===== config.mk =====
export PLATFORM = sky130hd
export DESIGN_NAME = counter_bank
export DESIGN_NICKNAME = d
export VERILOG_FILES = /design/src/rtl/counter_bank.sv
export SDC_FILE = /design/constraint.sdc
export NUM_CORES = 1
export LEC_CHECK = 0
export CAP_MARGIN = 20
export CORE_AREA = 3 3 236 180
export CTS_BUF_LIST = sky130_fd_sc_hd__clkbuf_8
export DETAILED_ROUTE_END_ITERATION = 16
export DIE_AREA = 0 0 239 183
export GPL_TIMING_DRIVEN = 0
export PLACE_DENSITY = 0.69
export SLEW_MARGIN = 20
export SYNTH_ARGS = -nofsm -noshare
export SYNTH_HDL_FRONTEND = slang
export SYNTH_SLANG_ARGS = --single-unit

===== constraint.sdc =====
create_clock -name clock_i -period 5.4 [get_ports clock_i]
set_clock_uncertainty 0.1 [all_clocks]
set_input_delay 1.62 -clock clock_i [delete_from_list [all_inputs] [get_ports clock_i]]
set_output_delay 1.62 -clock clock_i [all_outputs]
set_load 0.01 [all_outputs]

===== src/rtl/counter_bank.sv =====
// Bank of independent event counters with wrap/saturate, shared compare threshold,
// sticky overflow flags and a coherent snapshot of all channels into shadow registers.
module counter_bank #(
  parameter int COUNTER_SIZE = 40,
  parameter int CHANNELS     = 4,
  parameter int SEL_WIDTH    = 2
) (
  input  logic                    clock_i,
  input  logic                    reset_i,
  input  logic [CHANNELS-1:0]     enable_i,
  input  logic [CHANNELS-1:0]     clear_i,
  input  logic                    saturate_i,
  input  logic [COUNTER_SIZE-1:0] compareValue_i,
  input  logic                    snapshot_i,
  input  logic [SEL_WIDTH-1:0]    select_i,
  output logic [COUNTER_SIZE-1:0] counterOut_o,
  output logic [COUNTER_SIZE-1:0] snapshotOut_o,
  output logic                    snapshotValid_o,
  output logic [CHANNELS-1:0]     match_o,
  output logic [CHANNELS-1:0]     overflow_o
);

  localparam logic [COUNTER_SIZE-1:0] MAX_COUNT = '1;

  logic [COUNTER_SIZE-1:0] count_all  [CHANNELS];
  logic [COUNTER_SIZE-1:0] shadow_all [CHANNELS];
  logic                    snapshot_valid_reg;

  generate
    for (genvar gi = 0; gi < CHANNELS; gi++) begin : g_chan
      logic [COUNTER_SIZE-1:0] count_reg, count_next;
      logic [COUNTER_SIZE-1:0] shadow_reg;
      logic                    match_reg, match_next;
      logic                    overflow_reg, overflow_next;
      logic [COUNTER_SIZE-1:0] count_inc;
      logic                    at_max;

      assign at_max    = (count_reg == MAX_COUNT);
      assign count_inc = count_reg + 1'b1;

      always_comb begin
        count_next    = count_reg;
        overflow_next = overflow_reg;
        match_next    = 1'b0;
        if (clear_i[gi]) begin
          count_next    = '0;
          overflow_next = 1'b0;
        end else if (enable_i[gi]) begin
          if (at_max) overflow_next = 1'b1;
          // A saturated hold never re-asserts the match; a wrap to zero may.
          if (!(at_max && saturate_i)) begin
            count_next = count_inc;
            match_next = (count_inc == compareValue_i);
          end
        end
      end

      always_ff @(posedge clock_i) begin
        if (reset_i) begin
          count_reg    <= '0;
          match_reg    <= 1'b0;
          overflow_reg <= 1'b0;
          shadow_reg   <= '0;
        end else begin
          count_reg    <= count_next;
          match_reg    <= match_next;
          overflow_reg <= overflow_next;
          // Shadow takes the pre-edge count, unaffected by same-cycle clear/increment.
          if (snapshot_i) shadow_reg <= count_reg;
        end
      end

      assign count_all[gi]  = count_reg;
      assign shadow_all[gi] = shadow_reg;
      assign match_o[gi]    = match_reg;
      assign overflow_o[gi] = overflow_reg;
    end
  endgenerate

  always_ff @(posedge clock_i) begin
    if (reset_i) snapshot_valid_reg <= 1'b0;
    else         snapshot_valid_reg <= snapshot_i;
  end

  assign snapshotValid_o = snapshot_valid_reg;

  // Unused select codes fall through to zero.
  always_comb begin
    counterOut_o  = '0;
    snapshotOut_o = '0;
    for (int i = 0; i < CHANNELS; i++) begin
      if (select_i == SEL_WIDTH'(i)) begin
        counterOut_o  = count_all[i];
        snapshotOut_o = shadow_all[i];
      end
    end
  end

endmodule


==> flow_summary.json <==
{
  "status": "completed",
  "slowest_delay_ns": 0.51,
  "row_count": 64,
  "finalSetupViolCount": 0,
  "ys_seq_area_share_pct": 32.7,
  "hpwlAfterDp_um": 60700,
  "synth_warnings": 0,
  "worstPathMaxFanout": 10,
  "worst_slew_pin_slew_ns": 1.25,
  "async_reset_ff_share_pct": 0,
  "maxUsedRoutingLayer": "met4",
  "start_util_pct": 49.8,
  "drive_gt1_share_pct": 10.8,
  "critical-path-top-delay-family": "buffers and inverters",
  "syn_avg_cell_area_um2": 8.73,
  "cts-root-buf": "clkbuf_8",
  "path_buf_inv": 4,
  "nNetsFinal": 2541,
  "fin_util_pct": 57.4,
  "min_from": "g_chan[0].overflow_reg",
  "ir_worst_vdd_uv": 151,
  "synth-main-ff-cell": "dfxtp_1",
  "area_growth_pct": 15.3,
  "netlist_instances": 2309,
  "drc": 0,
  "netlist_area_mm2": 0.0202,
  "max-slew-margin-rel_pct": 16.6,
  "slowest_stage": "clkdlybuf4s50_1",
  "start_kind": "input port",
  "synth_cell_types": 76,
  "grt_usage_pct": 35.5,
  "wl_met3_um": 10800,
  "overflow": 0,
  "p_per_area_mw_per_mm2": 231,
  "dr_wl_met2_um": 32300,
  "fp.dieH_um": 183,
  "wl_met1_um": 33500,
  "pre_cts_ws_ns": -0.760,
  "syn_nets": 2367,
  "fmax_ghz": 0.185,
  "num-fill-cells": 3668,
  "cts_tree": "done",
  "ioPinCount": 143,
  "wl_um": 78800,
  "p_leak_nw": 8.20,
  "fin_ws_ns": 0.00115,
  "startpoint": "select_i[0]",
  "diodes": 0,
  "drtIter0Drc": 2342,
  "period_share_pct": 100,
  "period_needed_ns": 5.40,
  "htreeDepth": 2,
  "die_w_um": 239,
  "insertion_delay_ns": 0.65,
  "vias": 18900,
  "ys_seq_elements": 329,
  "crit_type": "input port to output pin",
  "numCtsBuffers": 55,
  "path_clk_slew_ns": 0.06,
  "dr.pass1.iters": 5,
  "worstPathRequired_ns": 3.68,
  "maxCapViolCount": 0,
  "synth_edf_count": 0,
  "reg2reg_from": "g_chan[3].count_reg[8]",
  "drv_slew": 0,
  "end_kind": "output pin",
  "core_area_mm2": 0.0405,
  "hold_class": "flop to flop",
  "fp.dieArea_mm2": 0.0437,
  "port_buffers": 116,
  "antenna_found_initial": 6,
  "rsz0062_at_grt": "false",
  "wl_per_cell_um": 25.9,
  "ant_nets": 0,
  "grt_pass1_vias": 17800,
  "arrival_ns": 3.68,
  "place.gp.congestion": 1.01,
  "cpMostUsedCell": "clkbuf_2",
  "post_drt_via_cell_ratio": 6.19,
  "clock_path_buffers": 3,
  "grt_pass1_wl_um": 115000,
  "cp_cell_sequence": "clkbuf_2 > clkbuf_2 > clkbuf_2 > mux4_2 > clkdlybuf4s50_1",
  "grt_max_degree": 15,
  "holdWs_ns": 0.379,
  "clock_sinks": 329,
  "setup_tns_ns": 0,
  "finalHoldViolCount": 0
}
-- repair_timing --
action                                  CTS  global route
hold buffers                              0             0
buffers inserted                          0             0
gates resized for setup                  21             2
cloned                                    0             0
endpoints found under the setup margin   80             1
pin swaps                                 0             0
-- layout make-up --
class / count / area [um2] / share of cell area [%]
tap: 528 / 661 / 2.84
multi-input combinational: 1726 / 12500 / 53.7
inverter: 16 / 60.1 / 0.258
clock inverter: 22 / 176 / 0.759
buffer: 238 / 1110 / 4.78
sequential: 329 / 6590 / 28.3
timing repair buffer: 117 / 1170 / 5.04
clock buffer: 73 / 1000 / 4.32
-- stage by stage --
step | power [mW] | std cells | instance area, um2
after floorplan | 2.78 | 2309 | 20200
after global placement | 2.96 | 2953 | 22000
after detailed placement | 2.96 | 2953 | 22000
after CTS | 5.37 | 3048 | 23200
after global routing | 5.52 | 3049 | 23300
final | 5.38 | 3049 | 23300
-- path summary, 6_finish.rpt --
check | end | slack (ns) | cells past startpoint
setup reg to reg | g_chan[3].count_reg[32] | 0.76 | 9
hold / removal | g_chan[0].overflow_reg | 0.38 | 2
hold reg to reg | g_chan[0].overflow_reg | 0.38 | 2
setup / recovery | counterOut_o[23] | 0.001 | 5
-- cell usage after synthesis (all sizes together) (42+ instances only) --
library cell	instances	area (um2)
dfxtp	329	6590
nor3	50	250
nand2	137	517
mux4	80	1810
xnor2	209	1830
o21ai	74	370
or3	53	339
nor2	352	1320
clkbuf	141	532
mux2i	164	1640
nand4	74	523
a21oi	78	390
nand3	89	468
xor2	145	1270
nor4	42	350
buf	96	502
-- worst min-delay path: stages, from the launching register on --
cell	delay [ns]
dfxtp_1	0.34
a31oi_1	0.04
nor2_1	0.07
-- metal layers --
layer  global-route usage (%)  vias up
met2                     50.7     1177
met1                     52.8     9180
met4                     11.2        0
met3                     8.49      118
li1                         -     8385
met5                        0        -
-- kinds of logic (layout without fill, tap and decap cells) --
group	Yosys count	count (layout)	synth area share, %
AOI/OAI and AO/OA	221	221	6.57
xor gates and xnor gates	354	354	15.4
adders and majority gates	4	4	0.248
buffers and inverters	254	466	5.48
DFF	329	329	32.7
muxes	244	244	17.1
and+or+nand+nor	903	903	22.6
-- where the power goes --
group | internal, mW | total (mW) | switching [mW] | leakage, nW
Clock | 1.34 | 2.45 | 1.11 | 0.655
Combinational | 0.168 | 0.493 | 0.326 | 4.89
Sequential | 2.43 | 2.43 | 0.00275 | 2.65
-- cell usage in the layout, fill, tap and decap left out, types with 9 or more instances in the layout --
cell,Yosys,final
a21oi_1,78,78
clkdlybuf4s50_1,0,116
and3_1,21,21
buf_2,37,38
inv_1,16,28
clkbuf_1,139,132
nand2_1,136,136
buf_4,15,15
nand4_1,70,70
or2_2,9,9
dfxtp_1,329,329
xor2_1,145,145
o21ai_0,74,74
buf_1,40,32
mux4_2,78,78
nor3_1,50,50
and4_1,13,13
nand2b_1,15,15
mux2i_1,164,164
clkbuf_8,0,73
nor4_1,35,35
nor2_1,352,352
nand3_1,86,86
xnor2_1,209,209
and2_1,13,13
or3_1,50,50
Power figures use the tool's default switching activity.
==> RTL change 1: new RTL, same flow settings <==
Remove the register `snapshot_valid_reg`: a continuous assignment takes its place, so the output `snapshotValid_o` follows one clock earlier.
--- a/src/rtl/counter_bank.sv
+++ b/src/rtl/counter_bank.sv
@@ -77,10 +77,7 @@
     end
   endgenerate
 
-  always_ff @(posedge clock_i) begin
-    if (reset_i) snapshot_valid_reg <= 1'b0;
-    else         snapshot_valid_reg <= snapshot_i;
-  end
+  assign snapshot_valid_reg = snapshot_i;
 
   assign snapshotValid_o = snapshot_valid_reg;
 
Function: changed (Yosys sat finds a counterexample within 4 cycles, from zero or initial values and one cycle with reset_i high).
==> RTL change 1 against the unedited design <==
  * First-iteration DRC count fell by 11%
  * Power shrank 2.0%
  * Cell area is 2.3% higher
  * Worst setup slack got worse by 0.00051 ns
  * Synthesized cell count up 3.9%
  * Synthesized area grew 3.3%
  * Sequential cell count down 1
  * Global-route usage rose by 1.3 points
  * Register-to-register slack improved by 0.44 ns
  * Worst hold slack improved by 0.011 ns
  * Wire length rose by 3.9%
  * Count of clock-buffer cells in the layout down 5
  * Critical endpoint is now counterOut_o[28]
  * Largest power group is now registers
==> RTL change 1: results (changes against the unedited design) <==
metric;value;unit;change
CTS clock-pin slew for the worst setup and hold paths;0.06;ns;about the same
Worst-Margin Slew;1.20;ns;-0.0470 ns
worst vdd ir;179;µV;+18%
met1 Track Usage GR;0.519;;-0.00842
vias per std cell;6.25;;+1.0%
Non-CTS inverters;27;;+11
dpl ws;-0.940;ns;-0.180 ns
number of buffers inserted by port buffering;111;;-4.3%
syn nets;2457;;+3.8%
switch share;0.275;;+0.00769
clock buf count;68;;-6.8%
worst hold start;g_chan[1].shadow_reg[25];;
Worst Hold End;g_chan[1].shadow_reg[25];;
initial antenna violation count;4;;-2
sequential area share after synthesis;0.315;;-0.0112
RR Startpoint;g_chan[2].count_reg[1];;
clock network share of area;0.0476;;-0.00315
mux contribution to synthesized area;0.174;;+0.00272
P per Cell Area;221;nW/µm²;-4.3%
Total GRT Usage;0.368;;+0.0132
Synth Area in Compound Gates;0.0584;;-0.00730
number of nets in the layout;2625;;+3.3%
fillers;3690;;+0.60%
multi-input gate share of total cell area;0.548;;+0.0111
Synth Area in XOR/XNOR;0.149;;-0.00442
sequential share of cell area;0.276;;-0.00729
DRC violation total after the first TritonRoute iteration;2088;;-11%
crit path max fanout;10;;unchanged
status;completed;;
comb pwr;0.496;mW;
diode count;3;;+3
layout cells sized above 1;0.116;;+0.00782
CTS Buffer Depth;3;;unchanged
Post-synth top cells;nor2_1, dfxtp_1, xnor2_1;;
Detailed Routing Iterations Pass 1;8;;+3
Tapcell Cnt;528;;unchanged
vias in the first global route;18748;;+5.6%
first-pass GRT wire length;121000;µm;+4.7%
Worst R2R Setup Slack;1.20;ns;+0.44 ns
buffering overhead;0.0962;;-0.00203
Post-DP HPWL;63000;µm;+3.8%
global placer's final weighted congestion;0.975;;-3.2%
bufs w/o clock;369;;+3.9%
comb_multi_in;1786;;+3.5%
Post-Synth Adder-Cell Area;0.00240;;-0.0000781
Static Leak;8.57;nW;+4.5%
hold slack;0.390;ns;+0.0115 ns
Period minus WS final;5.40;ns;+0.000509 ns
library cells used by synthesis;86;;+13%
met2 Usage GRT;0.543;;+0.0357
CTS resizes;20;;-4.8%
power share of the clock group;0.445;;-0.011
GR Layer Usage met3;0.0971;;+0.0122
DR WL/cell;26.1;µm;+0.84%
Placed Area;22600;µm²;+2.8%
worst reg2reg endpoint;g_chan[2].count_reg[20];;
# clock sinks;328;;-0.30%
## RTL change 1: how the worst max path moves through the flow
stage / slack [ns] / from / endpoint / cells past startpoint
detailed placement: -0.94 / select_i[0] / counterOut_o[28] / 5
global placement: -0.96 / select_i[0] / counterOut_o[23] / 5
CTS: 0.001 / select_i[1] / snapshotOut_o[38] / 4
global route: 0.02 / select_i[1] / snapshotOut_o[27] / 4
floorplan: 0.65 / select_i[1] / counterOut_o[16] / 3
finish: 0.0006 / select_i[0] / counterOut_o[28] / 5
## RTL change 1: worst max-delay path: stages
cell and delay [ns]:
clkbuf_2 0.37, clkbuf_4 0.40, clkbuf_2 0.40, mux4_2 0.38, clkdlybuf4s50_1 0.50
## RTL change 1: routing by layer
layer	vias up	routed length (µm)
met1	9531	34300
met5	-	0
met2	1163	34300
met4	0	3170
li1	8744	-
met3	195	10100
## RTL change 1: metrics by stage
stage	setup TNS, ns	std cells
after global routing	0	3140
after detailed placement	-44.55	3038
final	0	3141
after floorplan	0	2399
after global placement	-45.75	3038
after CTS	0	3138
==> RTL change 2: new RTL, same settings <==
Made on the original files. The parameter `SEL_WIDTH` goes from 2 to 3.
--- a/src/rtl/counter_bank.sv
+++ b/src/rtl/counter_bank.sv
@@ -3,7 +3,7 @@
 module counter_bank #(
   parameter int COUNTER_SIZE = 40,
   parameter int CHANNELS     = 4,
-  parameter int SEL_WIDTH    = 2
+  parameter int SEL_WIDTH    = 3
 ) (
   input  logic                    clock_i,
   input  logic                    reset_i,
Interface: changed (resized select_i); port bits go from 143 to 144. The function was not compared with the original's and may differ.
==> RTL change 2 against the unedited design <==
  * The flow now finishes with violations (negative setup slack)
  * Worst setup slack worse by 0.0028 ns
  * Synthesized area is 1.8% higher
  * Critical path depth is 1 higher
  * Worst hold slack better by 0.0015 ns
  * Sequential share of layout area is 0.49 points lower
  * First-iteration DRC count is 14% lower
  * Count of clock-buffer cells in the layout is 1 lower
  * Sequential cell count stayed put
  * Critical path type unchanged
  * Wire length is 0.70% higher
  * Global-route usage is 0.20 points higher
  * Cell area is 1.7% higher
  * Maximum frequency hardly changed
  * Final cell count is 2.0% higher
  * Power is 2.3% higher
==> RTL change 2: results (changes against the unedited design) <==
metric;value;unit;change
DR WL/cell;25.5;µm;-1.3%
vias per std cell;6.11;;-1.2%
number of nets in the layout;2596;;+2.2%
sequential area share after synthesis;0.321;;-0.00564
largest net degree at the start of global routing;15;;unchanged
layout cells sized above 1;0.107;;-0.00135
syn nets;2422;;+2.3%
worst vdd ir;244;µV;+61%
DRC violation total after the first TritonRoute iteration;2018;;-14%
Post-synth top cells;nor2_1, dfxtp_1, xnor2_1;;
Worst-Margin Slew;1.11;ns;-0.141 ns
CTS root buffer;clkbuf_8;;
Pint;4.03;mW;+2.3%
Hold-fix buffers, CTS;0;;unchanged
CTS H-tree lvls;2;;unchanged
CP arrival;3.68;ns;about the same
CTS clock-pin slew for the worst setup and hold paths;0.06;ns;about the same
library cells used by synthesis;81;;+6.6%
Detailed Routing Iterations Pass 1;7;;+2
Post-Layout Cell Count;3111;;+2.0%
Total GRT Usage;0.357;;+0.00199
status;finished, violations left;;
placed insts;3008;;+1.9%
CTS Buffer Depth;3;;unchanged
initial antenna violation count;4;;-2
setup violators final;1;;+1
Post-DP HPWL;61200;µm;+0.74%
global placer's final weighted congestion;1.01;;+0.44%
synthesis warning total;0;;unchanged
worst hold start;g_chan[1].overflow_reg;;
Slew Viols, Final;0;;unchanged
failing checks;negative setup slack;;
RR Startpoint;g_chan[3].count_reg[6];;
ranking of synthesized cells by area;dfxtp_1, mux4_2, mux2i_1, xnor2_1, xor2_1;;
vias in the first global route;17912;;+0.87%
PnR worst setup slack;-0.00170;ns;-0.00285 ns
first-pass GRT wire length;116000;µm;+1.1%
Syn Inst Count;2363;;+2.3%
Static Leak;8.52;nW;+3.9%
dpl ws;-1.03;ns;-0.274 ns
number of buffers inserted by port buffering;117;;+0.86%
[RTL change 2: through the flow]
stage	setup TNS [ns]	power, mW	cell area [µm²]	hold WS, ns
detailed placement	-45.81	2.97	22400	0.371
CTS	0	5.51	23700	0.389
floorplan	0	2.79	20500	0.338
finish	-0.00170	5.50	23700	0.380
global route	-0.00288	5.64	23700	0.410
global placement	-44.14	2.97	22400	0.361
[RTL change 2: timing repair]
action                     in CTS  in global routing
setup endpoints to repair      80                 13
gates resized for setup        44                  3
gates cloned                    0                  0
setup buffers                   0                  0
[RTL change 2: power groups by stage]
stage	Sequential (mW)	Clock (mW)	Combinational, mW
after floorplan	2.49	0	0.298
after global placement	2.49	0	0.481
after detailed placement	2.49	0	0.485
after CTS	2.43	2.58	0.490
after global routing	2.43	2.69	0.522
final	2.43	2.56	0.501
[RTL change 2: cell type report]
type	count	area (µm²)
Sequential cell	329	6590
Inverter	15	56.3
Multi-Input combinational cell	1788	12900
Clock inverter	29	263
Fill cell	3678	16900
Tap cell	528	661
Antenna cell	2	5.00
Timing Repair Buffer	117	1170
Clock buffer	72	991
Buffer	231	1010
[RTL change 2: kinds of logic (layout without fill, tap and decap cells)]
kind of cell | Yosys count | after routing | synth area share
XOR/XNOR | 353 | 353 | 0.151
multiplexers | 251 | 251 | 0.172
adder cells (fa/ha/maj) | 5 | 5 | 0.00293
buffers and inverters | 246 | 464 | 0.0501
other | 0 | 2 | 0
AO/OA/AOI/OAI | 190 | 190 | 0.0567
AND/OR/NAND/NOR | 989 | 989 | 0.247
flip-flops | 329 | 329 | 0.321
[RTL change 2: worst paths after layout]
path                                 end  slack [ns]  cells after the start
setup / recovery        counterOut_o[25]      -0.002                      6
hold / removal    g_chan[1].overflow_reg        0.38                      2
setup reg to reg     g_chan[3].match_reg        1.10                     10
hold reg to reg   g_chan[1].overflow_reg        0.38                      2
[RTL change 2: routing by layer]
metal | part of all wire | vias up | track usage
met2 | 0.41 | 1061 | 0.509
met5 | 0 | - | 0
met1 | 0.43 | 9275 | 0.517
met3 | 0.13 | 151 | 0.106
met4 | 0.031 | 0 | 0.117
li1 | - | 8533 | -
[RTL change 2: critical path, stage by stage]
cell             delay, ns
clkbuf_2              0.33
clkbuf_8              0.30
clkbuf_4              0.27
mux4_2                0.24
nor2b_1               0.31
clkdlybuf4s50_1       0.60
